===== src/rtl/multicycle_controller.sv =====
// Multicycle ARM control unit: main FSM, instruction/ALU decode, conditional execution and NZCV flags.
// Optional CMP support is compiled in with `define CTRL_CMP_EN.
module multicycle_controller (
  input  logic         clk,
  input  logic         reset,
  input  logic [31:12] Instr,
  input  logic [3:0]   ALUFlags,
  output logic         PCWrite,
  output logic         MemWrite,
  output logic         RegWrite,
  output logic         IRWrite,
  output logic         AdrSrc,
  output logic [1:0]   RegSrc,
  output logic [1:0]   ALUSrcA,
  output logic [1:0]   ALUSrcB,
  output logic [1:0]   ResultSrc,
  output logic [1:0]   ImmSrc,
  output logic [1:0]   ALUControl
);

  typedef enum logic [3:0] {
    FETCH, DECODE, MEMADR, MEMRD, MEMWB, MEMWR, EXECUTER, EXECUTEI, ALUWB, BRANCH
  } state_t;

  state_t     state_q, state_d;
  logic [3:0] flags_q;
  logic       cond_ex_q;

  logic [3:0] cond;
  logic [1:0] op;
  logic [5:0] funct;
  logic [3:0] rd;
  logic       unused_rn;

  logic       next_pc, branch, reg_w, mem_w, alu_op, is_cmp, cond_ex, pcs;
  logic [1:0] flag_w;

  assign cond      = Instr[31:28];
  assign op        = Instr[27:26];
  assign funct     = Instr[25:20];
  assign rd        = Instr[15:12];
  assign unused_rn = ^Instr[19:16];

`ifdef CTRL_CMP_EN
  assign is_cmp = (op == 2'b00) && (funct[4:1] == 4'b1010);
`else
  assign is_cmp = 1'b0;
`endif

  // Main FSM: next state and raw (ungated) control strobes.
  always_comb begin
    state_d   = FETCH;
    next_pc   = 1'b0;
    branch    = 1'b0;
    reg_w     = 1'b0;
    mem_w     = 1'b0;
    alu_op    = 1'b0;
    IRWrite   = 1'b0;
    AdrSrc    = 1'b0;
    ALUSrcA   = 2'b00;
    ALUSrcB   = 2'b00;
    ResultSrc = 2'b00;
    case (state_q)
      FETCH: begin
        IRWrite   = 1'b1;
        ALUSrcA   = 2'b01;
        ALUSrcB   = 2'b10;
        ResultSrc = 2'b10;
        next_pc   = 1'b1;
        state_d   = DECODE;
      end
      DECODE: begin
        ALUSrcA   = 2'b01;
        ALUSrcB   = 2'b10;
        ResultSrc = 2'b10;
        case (op)
          2'b01:   state_d = MEMADR;
          2'b00:   state_d = funct[5] ? EXECUTEI : EXECUTER;
          2'b10:   state_d = BRANCH;
          default: state_d = FETCH;
        endcase
      end
      MEMADR: begin
        ALUSrcB = 2'b01;
        state_d = funct[0] ? MEMRD : MEMWR;
      end
      MEMRD: begin
        AdrSrc  = 1'b1;
        state_d = MEMWB;
      end
      MEMWB: begin
        ResultSrc = 2'b01;
        reg_w     = 1'b1;
        state_d   = FETCH;
      end
      MEMWR: begin
        AdrSrc  = 1'b1;
        mem_w   = 1'b1;
        state_d = FETCH;
      end
      EXECUTER: begin
        alu_op  = 1'b1;
        state_d = ALUWB;
      end
      EXECUTEI: begin
        ALUSrcB = 2'b01;
        alu_op  = 1'b1;
        state_d = ALUWB;
      end
      ALUWB: begin
        reg_w   = ~is_cmp;
        state_d = FETCH;
      end
      BRANCH: begin
        ALUSrcA   = 2'b10;
        ALUSrcB   = 2'b01;
        ResultSrc = 2'b10;
        branch    = 1'b1;
        state_d   = FETCH;
      end
      default: state_d = FETCH;
    endcase
  end

  // ALU decode and flag-write enables.
  always_comb begin
    ALUControl = 2'b00;
    if (alu_op) begin
      case (funct[4:1])
        4'b0100: ALUControl = 2'b00;
        4'b0010: ALUControl = 2'b01;
        4'b0000: ALUControl = 2'b10;
        4'b1100: ALUControl = 2'b11;
        default: ALUControl = is_cmp ? 2'b01 : 2'b00;
      endcase
    end
    flag_w[1] = alu_op & funct[0];
    flag_w[0] = flag_w[1] & ~ALUControl[1];
  end

  // Condition check against the registered N,Z,C,V.
  always_comb begin
    case (cond)
      4'h0:    cond_ex = flags_q[2];
      4'h1:    cond_ex = ~flags_q[2];
      4'h2:    cond_ex = flags_q[1];
      4'h3:    cond_ex = ~flags_q[1];
      4'h4:    cond_ex = flags_q[3];
      4'h5:    cond_ex = ~flags_q[3];
      4'h6:    cond_ex = flags_q[0];
      4'h7:    cond_ex = ~flags_q[0];
      4'h8:    cond_ex = flags_q[1] & ~flags_q[2];
      4'h9:    cond_ex = ~flags_q[1] | flags_q[2];
      4'hA:    cond_ex = (flags_q[3] == flags_q[0]);
      4'hB:    cond_ex = (flags_q[3] != flags_q[0]);
      4'hC:    cond_ex = ~flags_q[2] & (flags_q[3] == flags_q[0]);
      4'hD:    cond_ex = flags_q[2] | (flags_q[3] != flags_q[0]);
      4'hE:    cond_ex = 1'b1;
      default: cond_ex = 1'b0;
    endcase
  end

  always_ff @(posedge clk) begin
    if (reset) begin
      state_q   <= FETCH;
      flags_q   <= '0;
      cond_ex_q <= 1'b0;
    end else begin
      state_q   <= state_d;
      cond_ex_q <= cond_ex;
      if (flag_w[1] & cond_ex) flags_q[3:2] <= ALUFlags[3:2];
      if (flag_w[0] & cond_ex) flags_q[1:0] <= ALUFlags[1:0];
    end
  end

  assign pcs    = ((rd == 4'hF) & reg_w) | branch;
  assign ImmSrc = op;
  assign RegSrc = {op == 2'b01, op == 2'b10};

  // Architectural writes are suppressed for the whole reset cycle, whatever state it interrupts.
  assign RegWrite = reg_w & cond_ex_q & ~reset;
  assign MemWrite = mem_w & cond_ex_q & ~reset;
  assign PCWrite  = ((pcs & cond_ex_q) | next_pc) & ~reset;

endmodule


===== config.mk =====
export PLATFORM = sky130hd
export DESIGN_NAME = multicycle_controller
export DESIGN_NICKNAME = d
export VERILOG_FILES = /design/src/rtl/multicycle_controller.sv
export SDC_FILE = /design/constraint.sdc
export NUM_CORES = 1
export LEC_CHECK = 0
export ABC_AREA = 0
export ABC_CLOCK_PERIOD_IN_PS = 3550
export BUFFER_PORTS_ARGS = -buffer_cell sky130_fd_sc_hd__buf_2
export CAP_MARGIN = 15
export CORE_MARGIN = 2
export CORE_UTILIZATION = 48
export DETAILED_ROUTE_END_ITERATION = 12
export GPL_ROUTABILITY_DRIVEN = 0
export HOLD_SLACK_MARGIN = 0.02
export MAX_ROUTING_LAYER = met4
export PLACE_DENSITY_LB_ADDON = 0.3
export SYNTH_ARGS = -nofsm -noshare
export SYNTH_HDL_FRONTEND = slang
export SYNTH_SLANG_ARGS = --single-unit

===== constraint.sdc =====
create_clock -name clk -period 3.55 [get_ports clk]
set_clock_uncertainty 0.15 [all_clocks]
set_input_delay 0.71 -clock clk [delete_from_list [all_inputs] [get_ports clk]]
set_output_delay 0.71 -clock clk [all_outputs]
set_load 0.02 [all_outputs]

==> results.json <==
{
  "reg2reg_slack_ns": 1.52,
  "seq_area_frac_synth_pct": 21.7,
  "drt_iter0_drc": 16,
  "max_stage_delay_ns": 0.20,
  "combPwrFrac_pct": 31.8,
  "period_minus_slack_ns": 2.51,
  "postSynthCellCount": 107,
  "ios": 43,
  "place.port_buffers": 38,
  "holdPathStages": 2,
  "fin_crit_sh_pct": 70.8,
  "grt_max_degree": 16,
  "cts_sinks": 9,
  "die_area_um2": 2080,
  "rr_startpoint": "flags_q[0]",
  "grt_use_total_pct": 18.8,
  "drt_wl_total_um": 1800,
  "seq_power_share_pct": 40.7,
  "synth_mux_area_share_pct": 3.62,
  "fin_total_pwr_uw": 282,
  "synth_compound_area_share_pct": 20.2,
  "p_int_uw": 186,
  "reg2reg_to": "flags_q[2]",
  "ys_warn_count": 0,
  "finalMaxSlewViolations": 0,
  "routedWlPerCell_um": 11.5,
  "clockBufferDepth": 2,
  "cts-hold-fix-buffers": 0,
  "synth_top_family_by_area": "simple AND/OR/NAND/NOR gates",
  "synth-simple-area-share_pct": 37.4,
  "cap_violations": 0,
  "diodes": 0,
  "synthTopCellsByCount": "nor2_1, dfxtp_1, nor3_1",
  "n_fill_cell": 156,
  "netlist_area_um2": 830,
  "cts_htree_levels": 1,
  "grt_overflow": 0,
  "crit_path_max_fanout": 2,
  "cp_slowest_cell": "and4_1",
  "pwr_density_cell_nw_per_um2": 281,
  "final_cell_count_no_fill": 157,
  "die_w_um": 45.6,
  "max_freq_ghz": 0.398,
  "sw_frac_of_total_pct": 33.9,
  "layout.nets": 167,
  "holdCritStartpoint": "flags_q[2]",
  "cts.reportedPaths.clkPinSlew_ns": 0.06,
  "ff2ff_path_depth": 6,
  "core_area_um2": 1670,
  "cp.arrival_ns": 1.65,
  "synth.largest_area_cell": "dfxtp_1",
  "p_leak_nw": 0.449,
  "ctsResizeCount": 0,
  "hold_class": "flop to flop",
  "dp_slack_ns": 1.03,
  "synth-async-reset-ratio_pct": 0,
  "synth_nets": 133,
  "path_depth": 7,
  "fp.dieH_um": 45.6,
  "ant_nets": 0,
  "cts_tree": "built",
  "layout-drive-gt1-share_pct": 35.0,
  "fin_ws_ns": 1.04,
  "drc": 0,
  "dp.cells": 153,
  "critPathLaunchType": "primary input",
  "p_sw_uw": 95.8,
  "avgSynthCellArea_um2": 7.75,
  "antenna_found_initial": 0,
  "path_cells": "buf_2 > and4_1 > o211ai_1 > o21ai_0 > a32oi_1 > nor3_1 > buf_2",
  "min_delay_worst_endpoint": "flags_q[2]",
  "vias_per_cell": 5.57,
  "cts_root_buffer": "clkbuf_4",
  "hold_viol": 0,
  "tns_ns": 0,
  "crit_buf_inv": 2,
  "outcome": "finished, final reports clean",
  "initial_utilization_pct": 49.7,
  "path_class": "primary input to output pin",
  "synth-edff-count": 0,
  "drt_pass1_iterations": 4,
  "ys_ff_latch": 9,
  "endpoint_kind": "output pin",
  "post_cts_buffers": 0,
  "critPathTopFamily": "compound AO/OA/AOI/OAI gates",
  "cpMostUsedCell": "buf_2",
  "p_clk_share_pct": 27.5,
  "setup_viol": 0,
  "tightestPinTransition_ns": 0.436,
  "max-vdd-ir-drop_uv": 222,
  "synthXorXnorAreaFrac_pct": 8.14,
  "clock_latency_ns": 0.26,
  "synth_top_area_share_pct": 21.7,
  "rows": 15,
  "rsz0062_at_grt": "false",
  "num_vias": 874,
  "synth_fa_ha_area_share_pct": 0,
  "slew_headroom_pct": 70.9,
  "yosys.cell_count.top_type": "nor2_1",
  "place.detailed.hpwl_um": 1460,
  "synth_cell_type_count": 39,
  "grt_pass1_vias": 736,
  "grt_pass1_wl_um": 2880,
  "syn_to_final_growth_pct": 21.1,
  "numCtsBuffers": 3,
  "yosys-top-cells-area": "dfxtp_1, nor2_1, buf_4, nor3b_1, nor3_1",
  "synth_ff_type": "dfxtp_1",
  "holdWs_ns": 0.416,
  "cp.required_ns": 2.69
}
## routing by layer
layer / up-vias / wire length [um] / global-route usage [%]
met2: 32 / 883 / 33.0
met1: 388 / 806 / 22.8
met3: 0 / 111 / 2.38
li1: 454 / - / -
met4: 0 / 0 / 3.53
met5: - / 0 / -
## through the flow
step           utilization (%)  instance area, um2
6_report                  60.1                1000
5_1_grt                   60.1                1000
4_1_cts                   60.1                1000
3_5_place_dp              58.6                 978
3_3_place_gp              58.6                 978
2_1_floorplan                -                 830
## registers in the layout (all words and copies together), names as in the netlist
register and count:
cond_ex_q 1, flags_q 4, state_q 4
## tightest hold or removal path, stage by stage (launching register included)
cell	delay [ns]
dfxtp_1	0.33
mux2i_1	0.14
nor2_1	0.05
## worst max-delay path by stage
stage / start / to / slack (ns)
2_1_floorplan: reset / RegWrite / 0.72
3_3_place_gp: Instr[14] / PCWrite / 1.06
3_5_place_dp: Instr[14] / PCWrite / 1.03
4_1_cts: Instr[14] / PCWrite / 1.03
5_1_grt: Instr[15] / PCWrite / 0.91
6_report: Instr[14] / PCWrite / 1.04
## placed cells by master, fill, tap and decap left out, types with 2 or more instances in the layout
cell type,instances
nor3_1,7
dfxtp_1,9
a31oi_1,3
nor2b_1,3
nor3b_1,5
nor2_1,14
clkbuf_4,3
o22ai_1,4
or3_1,2
a21oi_1,5
nand3b_1,2
xor2_1,3
mux2i_1,3
nand2_1,3
a32oi_1,2
buf_2,38
nand2b_1,5
xnor2_1,2
a311o_1,2
or2b_2,2
o21ai_0,3
inv_1,3
## layout make-up
cell class                 instances  area (um2)  share of cell area [%]
timing repair buffer              38         190                    18.9
tap                               17        21.3                    2.12
sequential                         9         180                    17.9
multi-input combinational         86         576                    57.3
clock buffer                       4        26.3                    2.62
inverter                           3        11.3                    1.12
## cell families (layout without fill, tap and decap cells)
logic type / after synthesis / after routing
muxes: 3 / 3
and+or+nand+nor: 53 / 53
DFF: 9 / 9
AOI/OAI and AO/OA: 24 / 24
buffers and inverters: 12 / 45
xor gates and xnor gates: 6 / 6
## power groups by stage
stage	registers (mW)	logic (mW)	clock network (mW)
2_1_floorplan	0.110	0.0700	0
3_3_place_gp	0.116	0.0868	0
3_5_place_dp	0.117	0.0898	0
4_1_cts	0.115	0.0899	0.0780
5_1_grt	0.116	0.0997	0.0862
6_report	0.115	0.0897	0.0777
(Power assumes the default switching activity.)
